[src/rtl/sda_fir_pkg.sv]
// rtl/sda_fir_pkg.sv - shared widths, state type and accumulator width helper for the SDA FIR sequencer
package sda_fir_pkg;

    localparam int XW   = 8;
    localparam int LUTW = 12;
    localparam int YW   = 16;
    localparam int TAPS = 8;
    localparam int BCW  = $clog2(XW);

    // Worst-case DA sum grows by one bit per bit-plane on top of the LUT entry width.
    function automatic int acc_width(input int lutw, input int xw);
        return lutw + xw;
    endfunction

    localparam int ACCW = acc_width(LUTW, XW);

    typedef enum logic {
        IDLE = 1'b0,
        CALC = 1'b1
    } state_t;

endpackage

[src/rtl/sda8fir_ctrl_if.sv]
// rtl/sda8fir_ctrl_if.sv - sample, LUT and result signals of the SDA FIR sequencer
interface sda8fir_ctrl_if;
    import sda_fir_pkg::*;

    logic signed [XW-1:0]   X;
    logic                   x_valid;
    logic                   x_ready;
    logic                   flush;
    logic [TAPS-1:0]        lut_addr;
    logic signed [LUTW-1:0] lut_data;
    logic signed [YW-1:0]   Yn;
    logic                   y_valid;
    logic                   busy;
    logic                   ovf;

    modport slave (
        input  X, x_valid, flush, lut_data,
        output x_ready, lut_addr, Yn, y_valid, busy, ovf
    );

    modport master (
        output X, x_valid, flush, lut_data,
        input  x_ready, lut_addr, Yn, y_valid, busy, ovf
    );

endinterface

[src/rtl/sda_tap_line.sv]
// rtl/sda_tap_line.sv - 8-sample tap shift register with flush and bit-plane LUT address mux
module sda_tap_line
    import sda_fir_pkg::*;
(
    input  logic                 clk,
    input  logic                 RstN,
    input  logic                 load,
    input  logic                 flush,
    input  logic signed [XW-1:0] sample,
    input  logic [BCW-1:0]       bit_sel,
    input  logic                 addr_en,
    output logic [TAPS-1:0]      addr
);

    logic [TAPS-1:0][XW-1:0] taps;

    // A flush coinciding with a load clears the history before the new sample enters tap 0.
    always_ff @(posedge clk or negedge RstN) begin
        if (!RstN) begin
            taps <= '0;
        end else if (load) begin
            if (flush) begin
                taps <= {{((TAPS-1)*XW){1'b0}}, sample};
            end else begin
                taps <= {taps[TAPS-2:0], sample};
            end
        end else if (flush) begin
            taps <= '0;
        end
    end

    always_comb begin
        addr = '0;
        for (int k = 0; k < TAPS; k++) begin
            addr[k] = addr_en & taps[k][bit_sel];
        end
    end

endmodule

[src/rtl/sda8fir_ctrl.sv]
// rtl/sda8fir_ctrl.sv - serial DA 8-tap FIR sequencer top; SDA_SAT_EN selects saturating output
module sda8fir_ctrl
    import sda_fir_pkg::*;
(
    input  logic          clk,
    input  logic          RstN,
    sda8fir_ctrl_if.slave bus
);

    state_t                 state;
    state_t                 state_nxt;
    logic [BCW-1:0]         bit_cnt;
    logic signed [ACCW-1:0] acc;
    logic signed [ACCW-1:0] acc_nxt;
    logic signed [ACCW-1:0] part;
    logic                   in_idle;
    logic                   in_calc;
    logic                   accept;
    logic                   flush_en;
    logic                   last_bit;
    logic signed [YW-1:0]   y_res;
    logic                   ovf_res;

    assign accept   = in_idle & bus.x_valid;
    assign flush_en = in_idle & bus.flush;
    assign last_bit = (bit_cnt == '0);

    sda_tap_line u_tap_line (
        .clk     (clk),
        .RstN    (RstN),
        .load    (accept),
        .flush   (flush_en),
        .sample  (bus.X),
        .bit_sel (bit_cnt),
        .addr_en (in_calc),
        .addr    (bus.lut_addr)
    );

    always_ff @(posedge clk or negedge RstN) begin
        if (!RstN) begin
            state <= IDLE;
        end else begin
            state <= state_nxt;
        end
    end

    always_comb begin
        state_nxt = state;
        case (state)
            IDLE:    if (bus.x_valid) state_nxt = CALC;
            CALC:    if (last_bit)    state_nxt = IDLE;
            default: state_nxt = IDLE;
        endcase
    end

    always_comb begin
        in_idle     = (state == IDLE);
        in_calc     = (state == CALC);
        bus.x_ready = in_idle;
        bus.busy    = in_calc;
    end

    // The MSB plane carries the negative weight of two's complement samples.
    always_comb begin
        part    = {{XW{bus.lut_data[LUTW-1]}}, bus.lut_data};
        acc_nxt = (acc <<< 1) + ((bit_cnt == BCW'(XW-1)) ? -part : part);
    end

`ifdef SDA_SAT_EN
    localparam logic signed [ACCW-1:0] Y_MAX = ACCW'((1 << (YW-1)) - 1);
    localparam logic signed [ACCW-1:0] Y_MIN = ACCW'(-(1 << (YW-1)));

    always_comb begin
        y_res   = acc_nxt[YW-1:0];
        ovf_res = 1'b0;
        if (acc_nxt > Y_MAX) begin
            y_res   = Y_MAX[YW-1:0];
            ovf_res = 1'b1;
        end else if (acc_nxt < Y_MIN) begin
            y_res   = Y_MIN[YW-1:0];
            ovf_res = 1'b1;
        end
    end
`else
    always_comb begin
        y_res   = acc_nxt[YW-1:0];
        ovf_res = 1'b0;
    end
`endif

    always_ff @(posedge clk or negedge RstN) begin
        if (!RstN) begin
            acc         <= '0;
            bit_cnt     <= BCW'(XW-1);
            bus.Yn      <= '0;
            bus.y_valid <= 1'b0;
            bus.ovf     <= 1'b0;
        end else begin
            bus.y_valid <= 1'b0;
            bus.ovf     <= 1'b0;
            if (accept) begin
                acc     <= '0;
                bit_cnt <= BCW'(XW-1);
            end else if (in_calc) begin
                acc <= acc_nxt;
                if (last_bit) begin
                    bus.Yn      <= y_res;
                    bus.y_valid <= 1'b1;
                    bus.ovf     <= ovf_res;
                end else begin
                    bit_cnt <= bit_cnt - 1'b1;
                end
            end
        end
    end

endmodule

[src/flat_wrapper.sv]
// flat-port wrapper written by rule: the top's interface ports become plain ports
module sda8fir_ctrl_flat import sda_fir_pkg::*;
  (clk, RstN, bus_X, bus_x_valid, bus_flush, bus_lut_data, bus_x_ready, bus_lut_addr, bus_Yn, bus_y_valid, bus_busy, bus_ovf);
  sda8fir_ctrl_if bus_i ();
  input  logic clk;
  input  logic RstN;
  input wire logic [$bits(bus_i.X)-1:0] bus_X;
  input wire logic [$bits(bus_i.x_valid)-1:0] bus_x_valid;
  input wire logic [$bits(bus_i.flush)-1:0] bus_flush;
  input wire logic [$bits(bus_i.lut_data)-1:0] bus_lut_data;
  output wire logic [$bits(bus_i.x_ready)-1:0] bus_x_ready;
  output wire logic [$bits(bus_i.lut_addr)-1:0] bus_lut_addr;
  output wire logic [$bits(bus_i.Yn)-1:0] bus_Yn;
  output wire logic [$bits(bus_i.y_valid)-1:0] bus_y_valid;
  output wire logic [$bits(bus_i.busy)-1:0] bus_busy;
  output wire logic [$bits(bus_i.ovf)-1:0] bus_ovf;
  assign bus_i.X = bus_X;
  assign bus_i.x_valid = bus_x_valid;
  assign bus_i.flush = bus_flush;
  assign bus_i.lut_data = bus_lut_data;
  assign bus_x_ready = bus_i.x_ready;
  assign bus_lut_addr = bus_i.lut_addr;
  assign bus_Yn = bus_i.Yn;
  assign bus_y_valid = bus_i.y_valid;
  assign bus_busy = bus_i.busy;
  assign bus_ovf = bus_i.ovf;
  sda8fir_ctrl u_core (.clk(clk), .RstN(RstN), .bus(bus_i));
endmodule
[config.mk]
export PLATFORM = sky130hd
export DESIGN_NAME = sda8fir_ctrl_flat
export DESIGN_NICKNAME = d
export VERILOG_FILES = /design/src/rtl/sda_fir_pkg.sv /design/src/rtl/sda8fir_ctrl_if.sv /design/src/rtl/sda_tap_line.sv /design/src/rtl/sda8fir_ctrl.sv /design/src/flat_wrapper.sv
export SDC_FILE = /design/constraint.sdc
export NUM_CORES = 1
export LEC_CHECK = 0
export ABC_AREA = 1
export CAP_MARGIN = 20
export CORE_ASPECT_RATIO = 0.6
export CORE_UTILIZATION = 46
export DETAILED_ROUTE_END_ITERATION = 10
export PLACE_DENSITY_LB_ADDON = 0.2
export SETUP_SLACK_MARGIN = 0.4
export SYNTH_ARGS = -nofsm -noshare
export SYNTH_HDL_FRONTEND = slang
export SYNTH_SLANG_ARGS = --single-unit
[constraint.sdc]
create_clock -name clk -period 2.2 [get_ports clk]
set_input_delay 0.33 -clock clk [delete_from_list [all_inputs] [get_ports clk]]
set_output_delay 0.33 -clock clk [all_outputs]
set_load 0.01 [all_outputs]
# --- After elaboration in Yosys (flattened, before gate mapping) ---
# Cells that the tools add are included.
totals:
  in_bits: 24
  register_bits: 100
  wordCells: 67
  output_inout_bits: 28
classes:
  n_eq_ne: 2
  add_sub_neg: 3
  n_bitwise: 12
  reduce_logical: 5
  n_mux: 31
  magnitude_cmp: 1
op_table:
  columns: ["cell", "count"]
  rows:
  - ["2-to-1 mux 64 bit", 3]
  - ["2-to-1 mux 15 bit", 2]
  - ["binary-select mux 1 bit (select 3 bit)", 8]
  - ["adder 16 bit", 1]
  - ["2-to-1 mux 16 bit", 1]
  - ["negator 12 -> 16 bit", 1]
  - ["2-to-1 mux 1 bit", 13]
  - ["AND 1 bit", 10]
  - ["2-to-1 mux 3 bit", 3]
  - ["< comparator 3 x 4 -> 1 bit (second input constant)", 1]
  - ["nonzero test 2 bit", 2]
  - ["equality test 3 bit (second input constant)", 1]
  - ["logical NOT 3 bit", 1]
  - ["AND reduction 3 bit", 1]
  - ["subtractor 3 x 1 -> 3 bit (second input constant)", 1]
  - ["!= test 2 x 1 -> 1 bit (second input constant)", 1]
  - ["NOT 1 bit", 2]
  - ["case mux 1 bit (2 select lines)", 1]
  - ["AND reduction 2 bit", 1]

# --- Depth between registers and ports, before layout ---
# Gate-level depths: netlist of run 1.
depth:
  ltp_word: 5
  ltp_mapped: 18
  mapped_depth_nobuf: 18

# --- Hierarchy ---
# A second synthesis of run 1 with hierarchy kept.
hier_totals:
  cells_unflattened: 732
  hier_area_um2: 6008.3
by_module_without_submodules:
  columns: ["mod", "area_per_inst_um2", "cells_per_inst", "seq_area_each_um2", "instances"]
  rows:
  - ["sda_tap_line", 3423.3, 368, 1601.5, 1]
  - ["sda8fir_ctrl", 2585.0, 364, 904.6, 1]

# --- Least setup slack after synthesis of run 1 ---
# Ideal clock, no wire load.
synth_path:
  path_type: "reg2reg"
  from: "register u_core.bit_cnt[0]"
  to: "register u_core.acc[11]"
  arrival_time_ps: 2317
  period_less_slack_ps: 2435
  t_required_ps: 2083
  setup_time_ps: 117
  n_path_buf: 0
  path_slack_ps: -235
  stages_incl_launch_ff: 14
  cell_sequence: "dfstp_2 ha_1 nand2_2 or2_2 xor2_1 fa_1 o21ai_2 nand2_2 nand2_2 inv_2 o21ai_2 nand2_1 nand3_1 nand2_1"
synth_between:
  elab_chain_len: 5
synth_lines:
  columns: ["item", "line_no", "text"]
  rows:
  - ["start: declaration", "sda8fir_ctrl.sv:12", "logic [BCW-1:0] bit_cnt;"]
  - ["start signal: assignment", "sda8fir_ctrl.sv:94", "bit_cnt <= BCW'(XW-1);"]
  - ["start signal: assignment", "sda8fir_ctrl.sv:103", "bit_cnt <= BCW'(XW-1);"]
  - ["start signal: assignment", "sda8fir_ctrl.sv:111", "bit_cnt <= bit_cnt - 1'b1;"]
  - ["equality test 3 bit", "sda8fir_ctrl.sv:66", "acc_nxt = (acc <<< 1) + ((bit_cnt == BCW'(XW-1)) ? -part : part);"]
  - ["2-to-1 mux 16 bit", "sda8fir_ctrl.sv:66", null]
  - ["adder 16 bit", "sda8fir_ctrl.sv:66", null]
  - ["2-to-1 mux 15 bit", "sda8fir_ctrl.sv:104", "end else if (in_calc) begin"]
  - ["2-to-1 mux 15 bit", "sda8fir_ctrl.sv:101", "if (accept) begin"]
  - ["end signal: assignment", "sda8fir_ctrl.sv:105", "acc <= acc_nxt;"]
  - ["end: declaration", "sda8fir_ctrl.sv:13", "logic signed [ACCW-1:0] acc;"]
# Every way passes these cells. The select of a mux whose other input is x is not followed.
# A chain may end at the register's enable or synchronous reset.

# --- Final worst setup path of run 1 ---
layout_path:
  from: "register u_core.bit_cnt[1]"
  to: "register u_core.acc[10]"
# The elaborated chain is that of the path after synthesis.

==> results.py, run 1 <==
metrics = {
    "detailed_routing": {
        "antenna_left": 0,
        "routed_wl_um": 16000,
        "viasPerCell": 5.38,
        "drc": 0,
        "wl_per_cell_um": 17.2,
        "drt_iter0_markers": 378,
        "first_pass_iters": 5,
        "wl_met2_um": 6810,
        "highest_layer": "met4",
        "met3_length_um": 964,
        "vias": 5029,
        "wl_met1_um": 8060,
    },
    "pwr": {
        "clockPowerShare_pct": 12.7,
        "switchingPower_mw": 5.92,
        "pwr-share-seq_pct": 20.3,
        "vdd_drop_max_mv": 0.788,
        "switching_share_pct": 44.0,
        "power_density_nw_per_um2": 1770,
        "p_leak_nw": 3.52,
        "power_mw": 13.5,
        "internal_power_mw": 7.54,
        "combPwrFrac_pct": 67.0,
    },
    "setup_path": {
        "critical_path_arrival_ns": 2.87,
        "cp-end-kind": "flop",
        "crit_chain": "ha_4, nand2_8, clkinv_8, nand2_4, o21ai_1, xor2_1, ha_1, a21oi_2, buf_4, nand2_4, nand2_2, nand3_2, or2_1, nand3_1, nand2_1",
        "path_delay_family": "simple AND/OR/NAND/NOR gates",
        "worst_path_most_repeated_cell": "nand2_4",
        "worst_setup_path_start_kind": "flop",
        "worst-path-buf-inv": 2,
        "crit_fanout": 7,
        "critPathKind": "flop to flop",
        "slowest_stage": "dfstp_2",
        "max_stage_delay_ns": 0.57,
        "cp_data_required_time_ns": 2.44,
    },
    "synth": {
        "synth_top_flop_cell": "dfrtp_1",
        "avgSynthCellArea_um2": 8.28,
        "ys_ff_latch": 100,
        "synth_nets": 693,
        "netlist_area_um2": 5350,
        "synthTopCellsByCount": "104 x nand2_1, 97 x dfrtp_1, 94 x inv_1, 57 x o22ai_1, 49 x o21ai_0",
        "synth.area.top_cells": "dfrtp_1 45%, nand2_1 7.3%, o22ai_1 6.7%, inv_1 6.6%, ha_1 5.1%",
        "async_flop_share_pct": 100,
        "synth_cell_types": 36,
        "synth_top_area_share_pct": 45.4,
        "syn_inst": 646,
        "yosysSeqAreaShare_pct": 46.9,
        "synth_edf_count": 0,
        "yosysWarnings": 0,
        "yosys.area.top_type": "dfrtp_1",
        "synth.most_common_cell": "nand2_1",
    },
    "sta": {
        "slew_headroom_pct": 64.1,
        "worst_pin_slew_ns": 0.539,
        "setup_viol": 33,
        "setup_slack_ns": -0.435,
        "min_period_ns": 2.63,
        "rsz0062_at_grt": "true",
        "max_freq_mhz": 380,
        "finalCritPeriodShare_pct": 120,
        "report.final.hold_viol_count": 0,
        "fin_skew_ns": 0.00945,
        "slew_viol_final": 0,
    },
    "floorplan": {
        "die_x_um": 141,
        "ioPinCount": 52,
        "start_util_pct": 47.3,
        "die_h_um": 85.5,
        "dieArea_um2": 12100,
        "fp.coreArea_um2": 11300,
        "rows": 30,
    },
    "placement": {
        "gp_congestion": 0.916,
        "place_hpwl_um": 9970,
        "dp_cells": 894,
        "numPortBuffers": 50,
    },
    "clock_tree": {
        "clk_latency_ns": 0.35,
        "tritoncts": "yes",
        "htree_levels": 3,
        "cts.sinks": 100,
        "clk_pin_slew_worst_paths_ns": 0.07,
        "cts_buffers": 9,
        "cts_buffer_depth": 2,
        "cts_root_buf": "clkbuf_16",
    },
    "final_layout": {
        "stdcell_count": 935,
        "num_antenna_cells": 0,
        "fin_util_pct": 67.4,
        "fill_cells": 850,
        "nets": 818,
        "drive_above_1_share_pct": 27.7,
        "syn2layout_area_growth_pct": 42.4,
    },
    "run": {
        "maxCapViolCount": 0,
    },
    "status": {
        "status": "finished, violations left",
        "violations": "negative setup slack",
    },
    "global_routing": {
        "grt_antenna_before_repair": 0,
        "grt_usage_pct": 27.2,
        "grt_pass1_vias": 4839,
        "grt_overflow": 0,
        "grt_max_degree": 65,
        "grt_pass1_wl_um": 25000,
    },
    "worst_hold_path": {
        "min_path_type": "flop to flop",
    },
}
timing repair:
item / CTS / global route
gates cloned: 4 / 0
setup buffers: 15 / 6
hold buffers: 1 / 0
resized for setup: 82 / 63
pin swaps: 33 / 34
endpoints found under the setup margin: 44 / 43
endpoints found under the hold margin: 33 / 0
layout by cell type, fill, tap and decap left out, drive strengths merged, types with 2 or more instances in the layout:
cell             n
nand2          112
inv            110
dfrtp           97
buf             91
o21ai           66
o22ai           57
a21oi           48
nand3           39
clkdlybuf4s50   36
ha              22
nor2            22
clkbuf          10
a31oi           10
xor2             9
dlygate4sd2      6
xnor2            5
or2              4
dlymetal6s2s     3
dfstp            3
nor3             3
o21bai           3
clkinv           3
nand4            2
bufinv           2
clkdlybuf4s15    2
worst paths after layout:
kind	start	end	slack (ns)	depth (start not counted)
max	u_core.bit_cnt[1]$_DFFE_PN1P_	u_core.acc[10]$_DFFE_PN0P_	-0.43	15
min	u_core.bus.Yn[8]$_DFFE_PN0P_	u_core.bus.Yn[8]$_DFFE_PN0P_	0.48	2
max reg2reg	u_core.bit_cnt[1]$_DFFE_PN1P_	u_core.acc[10]$_DFFE_PN0P_	-0.43	15
min reg2reg	u_core.bus.Yn[8]$_DFFE_PN0P_	u_core.bus.Yn[8]$_DFFE_PN0P_	0.48	2
max in group asynchronous	RstN	u_core.u_tap_line.taps[12]$_DFFE_PN0P_	1.07	3
min in group asynchronous	RstN	u_core.bus.Yn[1]$_DFFE_PN0P_	0.50	2
sequential cells by signal (all words and copies together), names as in the netlist:
register,flops
u_core.bus.y_valid,1
u_core.u_tap_line.taps,64
u_core.acc,15
u_core.bit_cnt,3
u_core.bus.busy,1
u_core.bus.Yn,16
power by group through the flow:
stage / combinational, mW / sequential (mW) / clock [mW]
2_1_floorplan: 3.96 / 2.72 / 0
3_3_place_gp: 6.70 / 2.71 / 0
3_5_place_dp: 6.79 / 2.72 / 0
4_1_cts: 7.79 / 2.70 / 1.74
5_1_grt: 9.67 / 2.79 / 1.81
6_report: 9.02 / 2.73 / 1.71
kinds of logic after synthesis:
logic type,Yosys count,share of synthesized area (%)
buffers and inverters,137,10.3
AOI/OAI and AO/OA,188,20.0
and+or+nand+nor,183,15.0
DFF,100,46.9
adders and majority gates,23,5.52
other,1,0.0701
xor gates and xnor gates,14,2.29
per-layer routing:
layer	vias to the layer above	GRT usage, %
met1	2442	41.7
met2	167	39.2
met4	0	7.51
li1	2401	-
met3	19	5.03
met5	-	0
worst min-delay path: cells and delay by family (launching register included):
kind,cells,cell delay (ns)
DFF,1,0.34
and+or+nand+nor,2,0.11
final cells by class:
type                    count  area, um^2  area share (%)
repair buffers            142        1380            18.1
well taps                 160         200            2.63
multi-input cells         409        2760            36.2
repair inverters            3        31.3           0.411
clock inverters             6        87.6            1.15
flip-flops and latches    100        2510            32.9
clock buffers               9         225            2.96
inverters                 106         428            5.62
through the flow:
stage	hold WS, ns	setup slack [ns]	instance area (um^2)	setup TNS [ns]
3_3_place_gp	0.341	-0.700	6540	-17.58
4_1_cts	0.491	-0.383	7290	-8.57
2_1_floorplan	0.0344	-0.107	5390	-0.987
5_1_grt	0.512	-0.583	7610	-13.43
6_report	0.484	-0.435	7610	-10.06
3_5_place_dp	0.348	-0.833	6540	-19.56
No activity file was read; power rests on OpenSTA's default activity.
==> run 2, diff against run 1 <==
--- a/config.mk
+++ b/config.mk
@@ -9,6 +9,7 @@
 export CAP_MARGIN = 20
 export CORE_ASPECT_RATIO = 0.6
 export CORE_UTILIZATION = 46
+export CTS_BUF_LIST = sky130_fd_sc_hd__clkbuf_16
 export DETAILED_ROUTE_END_ITERATION = 10
 export PLACE_DENSITY_LB_ADDON = 0.2
 export SETUP_SLACK_MARGIN = 0.4
==> constraint.sdc (replaced) <==
create_clock -name clk -period 2.2 [get_ports clk]
set_input_delay 0.55 -clock clk [delete_from_list [all_inputs] [get_ports clk]]
set_output_delay 0.55 -clock clk [all_outputs]
set_load 0.01 [all_outputs]
==> results.py, run 2 (same netlist as run 1, synthesis figures left out) <==
metrics = {
    "pwr": {
        "power_density_nw_per_um2": 1740,
        "power_mw": 13.4,
        "vdd_drop_max_mv": 0.790,
        "p_leak_nw": 3.62,
    },
    "final_layout": {
        "largest_reg_flops": 64,
        "multi_input_area_um2": 2980,
        "syn2layout_area_growth_pct": 44.9,
        "nets": 822,
        "top_regs": "u_core.u_tap_line.taps x64, u_core.bus.Yn x16, u_core.acc x15",
        "largest-register": "u_core.u_tap_line.taps",
        "fill_cells": 857,
        "num_antenna_cells": 0,
        "most-common-layout-cells": "96 x dfrtp_1, 90 x inv_1, 85 x nand2_1",
        "seqCellArea_um2": 2510,
        "fin_util_pct": 68.6,
        "final_common_cell": "dfrtp_1",
        "drive_above_1_share_pct": 34.0,
    },
    "placement": {
        "gp_congestion": 0.943,
        "place_hpwl_um": 10100,
        "dp_worst_setup_slack_ns": -1.01,
        "numPortBuffers": 50,
    },
    "clock_tree": {
        "clk_pin_slew_worst_paths_ns": 0.07,
        "cts.sinks": 100,
        "cts_root_buf": "clkbuf_16",
        "tritoncts": "yes",
        "cts_buffers": 9,
        "cts_buffer_depth": 2,
        "ctsHoldBuffers": 0,
        "clk_latency_ns": 0.35,
        "htree_levels": 3,
    },
    "global_routing": {
        "grt_max_degree": 65,
        "grt_usage_pct": 25.6,
        "grt_pass1_wl_um": 23800,
        "grt_overflow": 0,
        "grt_antenna_before_repair": 0,
        "grt_pass1_vias": 4698,
    },
    "floorplan": {
        "start_util_pct": 47.3,
        "die_x_um": 141,
        "die_h_um": 85.5,
        "fp.coreArea_um2": 11300,
        "rows": 30,
        "dieArea_um2": 12100,
        "ioPinCount": 52,
    },
    "sta": {
        "setup_slack_ns": -0.387,
        "finalCritPeriodShare_pct": 118,
        "fin_skew_ns": 0.00433,
        "rsz0062_at_grt": "true",
        "max_freq_mhz": 387,
        "report.final.hold_viol_count": 0,
        "worst_pin_slew_ns": 0.712,
        "min_period_ns": 2.59,
        "slew_headroom_pct": 52.5,
        "setup_viol": 33,
        "slew_viol_final": 0,
    },
    "detailed_routing": {
        "drc": 0,
        "antenna_left": 0,
        "vias": 5039,
        "routed_wl_um": 15300,
        "drt_iter0_markers": 408,
        "wl_per_cell_um": 16.3,
        "first_pass_iters": 5,
        "viasPerCell": 5.36,
    },
    "setup_path": {
        "reg2regPathDepth": 12,
        "reg2reg_from": "u_core.bit_cnt[1]$_DFFE_PN1P_",
        "critical_path_arrival_ns": 2.83,
        "regToRegSetupSlack_ns": -0.39,
        "max_stage_delay_ns": 0.57,
        "worst_setup_path_start_kind": "flop",
        "path_delay_family": "simple AND/OR/NAND/NOR gates",
        "critPathKind": "flop to flop",
        "crit_chain": "ha_4, nand2_8, or2_4, xor2_2, fa_2, o21ai_4, buf_6, nand4_1, nand3_1, nand2_2, nand3_2, nand2_1",
        "cp_data_required_time_ns": 2.44,
        "r2r-end": "u_core.bus.Yn[13]$_DFFE_PN0P_",
        "cp-end-kind": "flop",
        "slowest_stage": "dfstp_2",
        "worst-path-buf-inv": 1,
        "crit_fanout": 7,
    },
    "worst_hold_path": {
        "min_path_type": "input port to asynchronous set/reset pin",
    },
    "run": {
        "maxCapViolCount": 0,
    },
    "status": {
        "status": "finished, violations left",
        "violations": "negative setup slack",
    },
}
## run 2: cell types whose count changed in the layout (fill, tap and decap cells not counted), moves of 7 or more
cell             change
clkdlybuf4s50_1     -23
buf_4                +7
a21oi_1              -7
dlymetal6s2s_1       +8
o21ai_0              -9
## run 2: timing repair
action | CTS | global route
setup endpoints to repair | 47 | 53
pin swaps | 56 | 47
buffers inserted | 25 | 5
resized for setup | 123 | 81
## run 2: cell type report
cell class                      count  area share, %
Timing Repair Buffer              149           17.6
Sequential cell                   100           32.4
Clock buffer                        9           2.91
Inverter                          106           5.59
Multi-Input combinational cell    409           38.4
Clock inverter                      7          0.565
Tap cell                          160           2.58
## run 2: through the flow
stage	std cells	hold WS (ns)	setup TNS, ns	cell area, um^2
floorplan	646	0.254	-1.87	5590
global placement	894	0.453	-22.23	6700
detailed placement	894	0.465	-23.15	6700
CTS	935	0.119	-8.10	7430
global route	940	0.124	-12.84	7750
finish	940	0.111	-9.82	7750
## run 2: worst register-to-register path, cell delays in order (launching register included)
cell and delay [ns]:
dfstp_2 0.57, ha_4 0.17, nand2_8 0.08, or2_4 0.27, xor2_2 0.19, fa_2 0.37
o21ai_4 0.23, buf_6 0.14, nand4_1 0.13, nand3_1 0.14, nand2_2 0.08, nand3_2 0.06
nand2_1 0.05
## run 2: power by group
part           internal (mW)  total [mW]  switching, mW
logic                   4.26        9.24           4.98
clock network          0.761        1.46          0.703
registers               2.39        2.74          0.350
## run 2: per-layer routing
metal,global-route usage (%),routed length [um],vias up
li1,-,-,2407
met1,40.5,7710,2459
met2,35.9,6470,152
met3,5.14,912,21
met4,4.94,212,0
met5,0,0,-
## run 2: worst max-delay path by stage
| stage | startpoint | endpoint | slack [ns] | cells after the start |
|---|---|---|---|---|
| floorplan | bus_lut_data[3] | u_core.bus.Yn[15]$_DFFE_PN0P_ | -0.19 | 16 |
| global placement | bus_lut_data[3] | u_core.bus.Yn[13]$_DFFE_PN0P_ | -1.00 | 14 |
| detailed placement | bus_lut_data[3] | u_core.bus.Yn[12]$_DFFE_PN0P_ | -1.01 | 17 |
| CTS | u_core.bit_cnt[0]$_DFFE_PN1P_ | u_core.bus.Yn[11]$_DFFE_PN0P_ | -0.32 | 16 |
| global route | u_core.bit_cnt[1]$_DFFE_PN1P_ | u_core.bus.Yn[10]$_DFFE_PN0P_ | -0.48 | 15 |
| finish | u_core.bit_cnt[1]$_DFFE_PN1P_ | u_core.bus.Yn[13]$_DFFE_PN0P_ | -0.39 | 12 |
==> run 3, diff against run 2 <==
--- a/config.mk
+++ b/config.mk
@@ -5,8 +5,9 @@
 export SDC_FILE = /design/constraint.sdc
 export NUM_CORES = 1
 export LEC_CHECK = 0
-export ABC_AREA = 1
 export CAP_MARGIN = 20
+export CELL_PAD_IN_SITES_DETAIL_PLACEMENT = 1
+export CELL_PAD_IN_SITES_GLOBAL_PLACEMENT = 1
 export CORE_ASPECT_RATIO = 0.6
 export CORE_UTILIZATION = 46
 export CTS_BUF_LIST = sky130_fd_sc_hd__clkbuf_16
==> constraint.sdc (replaced) <==
create_clock -name clk -period 2.75 [get_ports clk]
set_input_delay 0.6875 -clock clk [delete_from_list [all_inputs] [get_ports clk]]
set_output_delay 0.6875 -clock clk [all_outputs]
set_load 0.01 [all_outputs]
==> results.py, run 3 <==
metrics = {
    "synth": {
        "synth_cell_types": 47,
        "ys_ff_latch": 100,
        "netlist_area_um2": 5110,
        "synth.area.top_cells": "dfrtp_1 48%, a22o_1 13%, mux4_2 7.1%, ha_1 5.4%, nand2_1 2.9%",
        "synth_top_area_share_pct": 47.5,
        "synth_edf_count": 0,
        "yosys.area.top_type": "dfrtp_1",
        "synth_top_flop_cell": "dfrtp_1",
        "syn_inst": 434,
        "synth_nets": 481,
        "synthTopCellsByCount": "97 x dfrtp_1, 74 x a22o_1, 39 x nand2_1, 22 x ha_1, 21 x nor2_1",
        "avgSynthCellArea_um2": 11.8,
        "yosysSeqAreaShare_pct": 49.1,
        "yosysWarnings": 0,
        "async_flop_share_pct": 100,
        "synth.most_common_cell": "dfrtp_1",
    },
    "placement": {
        "dp_worst_setup_slack_ns": -1.00,
        "gp_congestion": 0.871,
        "numPortBuffers": 50,
        "place_hpwl_um": 9810,
    },
    "setup_path": {
        "cp_data_required_time_ns": 2.96,
        "reg2reg_from": "u_core.bit_cnt[0]$_DFFE_PN1P_",
        "worst_setup_path_start_kind": "input port",
        "r2r-end": "u_core.bus.Yn[13]$_DFFE_PN0P_",
        "reg2regPathDepth": 13,
        "cp-end-kind": "flop",
        "critical_path_arrival_ns": 3.35,
        "crit_fanout": 3,
        "crit_path_start": "bus_lut_data[3]",
        "regToRegSetupSlack_ns": -0.39,
        "critPathKind": "input port to flop",
    },
    "clock_tree": {
        "cts_root_buf": "clkbuf_16",
        "cts_buffer_depth": 2,
        "clk_pin_slew_worst_paths_ns": 0.07,
        "tritoncts": "yes",
        "cts_buffers": 9,
        "htree_levels": 3,
        "cts.sinks": 100,
        "clk_latency_ns": 0.35,
    },
    "sta": {
        "min_period_ns": 3.14,
        "report.final.hold_viol_count": 0,
        "rsz0062_at_grt": "true",
        "setup-tns-final_ns": -6.20,
        "setup_slack_ns": -0.393,
        "whs_ns": 0.264,
        "max_freq_mhz": 318,
        "slew_viol_final": 0,
        "fin_skew_ns": 0.00968,
        "worst_pin_slew_ns": 0.574,
        "finalCritPeriodShare_pct": 114,
        "slew_headroom_pct": 61.6,
        "setup_viol": 27,
    },
    "final_layout": {
        "num_antenna_cells": 0,
        "syn2layout_area_growth_pct": 44.2,
        "drive_above_1_share_pct": 40.1,
        "most-common-layout-cells": "97 x dfrtp_1, 88 x buf_4, 74 x a22o_1",
        "nets": 621,
        "final_common_cell": "dfrtp_1",
        "top_regs": "u_core.u_tap_line.taps x64, u_core.bus.Yn x16, u_core.acc x15",
        "fill_cells": 1024,
        "fin_util_pct": 69.0,
        "largest-register": "u_core.u_tap_line.taps",
        "largest_reg_flops": 64,
    },
    "detailed_routing": {
        "viasPerCell": 6.56,
        "wl_per_cell_um": 30.6,
        "routed_wl_um": 22000,
        "drt_iter0_markers": 428,
        "antenna_left": 0,
        "drc": 0,
        "first_pass_iters": 5,
        "vias": 4710,
    },
    "floorplan": {
        "fp.coreArea_um2": 10700,
        "die_x_um": 138,
        "ioPinCount": 52,
        "dieArea_um2": 11500,
        "start_util_pct": 47.9,
        "rows": 29,
        "die_h_um": 83.6,
    },
    "pwr": {
        "vdd_drop_max_mv": 0.818,
        "power_density_nw_per_um2": 1450,
        "p_leak_nw": 3.47,
    },
    "global_routing": {
        "grt_usage_pct": 31.9,
        "grt_max_degree": 65,
        "grt_overflow": 0,
        "grt_antenna_before_repair": 0,
        "grt_pass1_wl_um": 27800,
        "grt_pass1_vias": 4783,
    },
    "status": {
        "violations": "negative setup slack",
        "status": "finished, violations left",
    },
    "worst_hold_path": {
        "min_path_type": "input port to asynchronous set/reset pin",
    },
    "run": {
        "maxCapViolCount": 0,
    },
}
## run 3: where the power goes
group / switching, mW / internal [mW] / total, mW
logic: 3.67 / 3.41 / 7.07
clock network: 0.619 / 0.622 / 1.24
registers: 0.437 / 1.92 / 2.36
## run 3: metrics by stage
stage | std cells | area [um^2] | total power, mW
floorplan | 434 | 5200 | 5.06
global placement | 661 | 6290 | 6.83
detailed placement | 661 | 6290 | 7.06
CTS | 704 | 7050 | 9.24
global route | 718 | 7360 | 11.0
finish | 718 | 7360 | 10.7
## run 3: cells by family after synthesis
| group | after synthesis | share of synthesized area (%) |
|---|---|---|
| AND/OR/NAND/NOR | 88 | 7.84 |
| adder cells (fa/ha/maj) | 23 | 5.78 |
| other | 1 | 0.0734 |
| buffers and inverters | 37 | 3.11 |
| multiplexers | 30 | 9.92 |
| XOR/XNOR | 22 | 3.77 |
| AO/OA/AOI/OAI | 133 | 20.4 |
| flip-flops | 100 | 49.1 |
## run 3: worst max path at each step
stage                                          endpoint
after detailed placement  u_core.bus.Yn[13]$_DFFE_PN0P_
after global routing      u_core.bus.Yn[12]$_DFFE_PN0P_
final                        u_core.acc[14]$_DFFE_PN0P_
after floorplan           u_core.bus.Yn[13]$_DFFE_PN0P_
after CTS                               bus_lut_addr[6]
after global placement    u_core.bus.Yn[13]$_DFFE_PN0P_
## run 3: layer usage
layer  global-route usage (%)  wire length (um)  vias to the layer above
li1                         -                 -                     1909
met1                     42.5              8920                     2456
met2                     51.2             10600                      261
met3                     6.71              1490                       84
met4                     12.8              1020                        0
met5                        0                 0                        -
## run 3: layout make-up
type / count / area, um^2 / share of cell area (%)
clock buffer: 9 / 225 / 3.06
clock inverter: 7 / 50.0 / 0.680
inverter: 11 / 61.3 / 0.832
multi-input combinational: 297 / 2960 / 40.2
sequential: 100 / 2510 / 34.0
tap: 139 / 174 / 2.36
timing repair buffer: 155 / 1390 / 18.9
## run 3: worst max-delay path, stage by stage
cell,delay [ns]
buf_4,0.13
nor4_4,0.32
buf_4,0.19
buf_4,0.11
buf_4,0.09
a41o_1,0.22
xnor2_1,0.16
ha_1,0.31
a21oi_1,0.30
o21bai_1,0.14
a21oi_2,0.21
buf_4,0.18
o31a_1,0.16
nand3_1,0.13
## run 3: timing repair
action | 4_1_cts | 5_1_grt
gates cloned | 1 | 0
setup buffers | 26 | 13
setup endpoints to repair | 37 | 36
gates resized for setup | 108 | 42
hold buffers | 0 | 0
pin swaps | 46 | 39
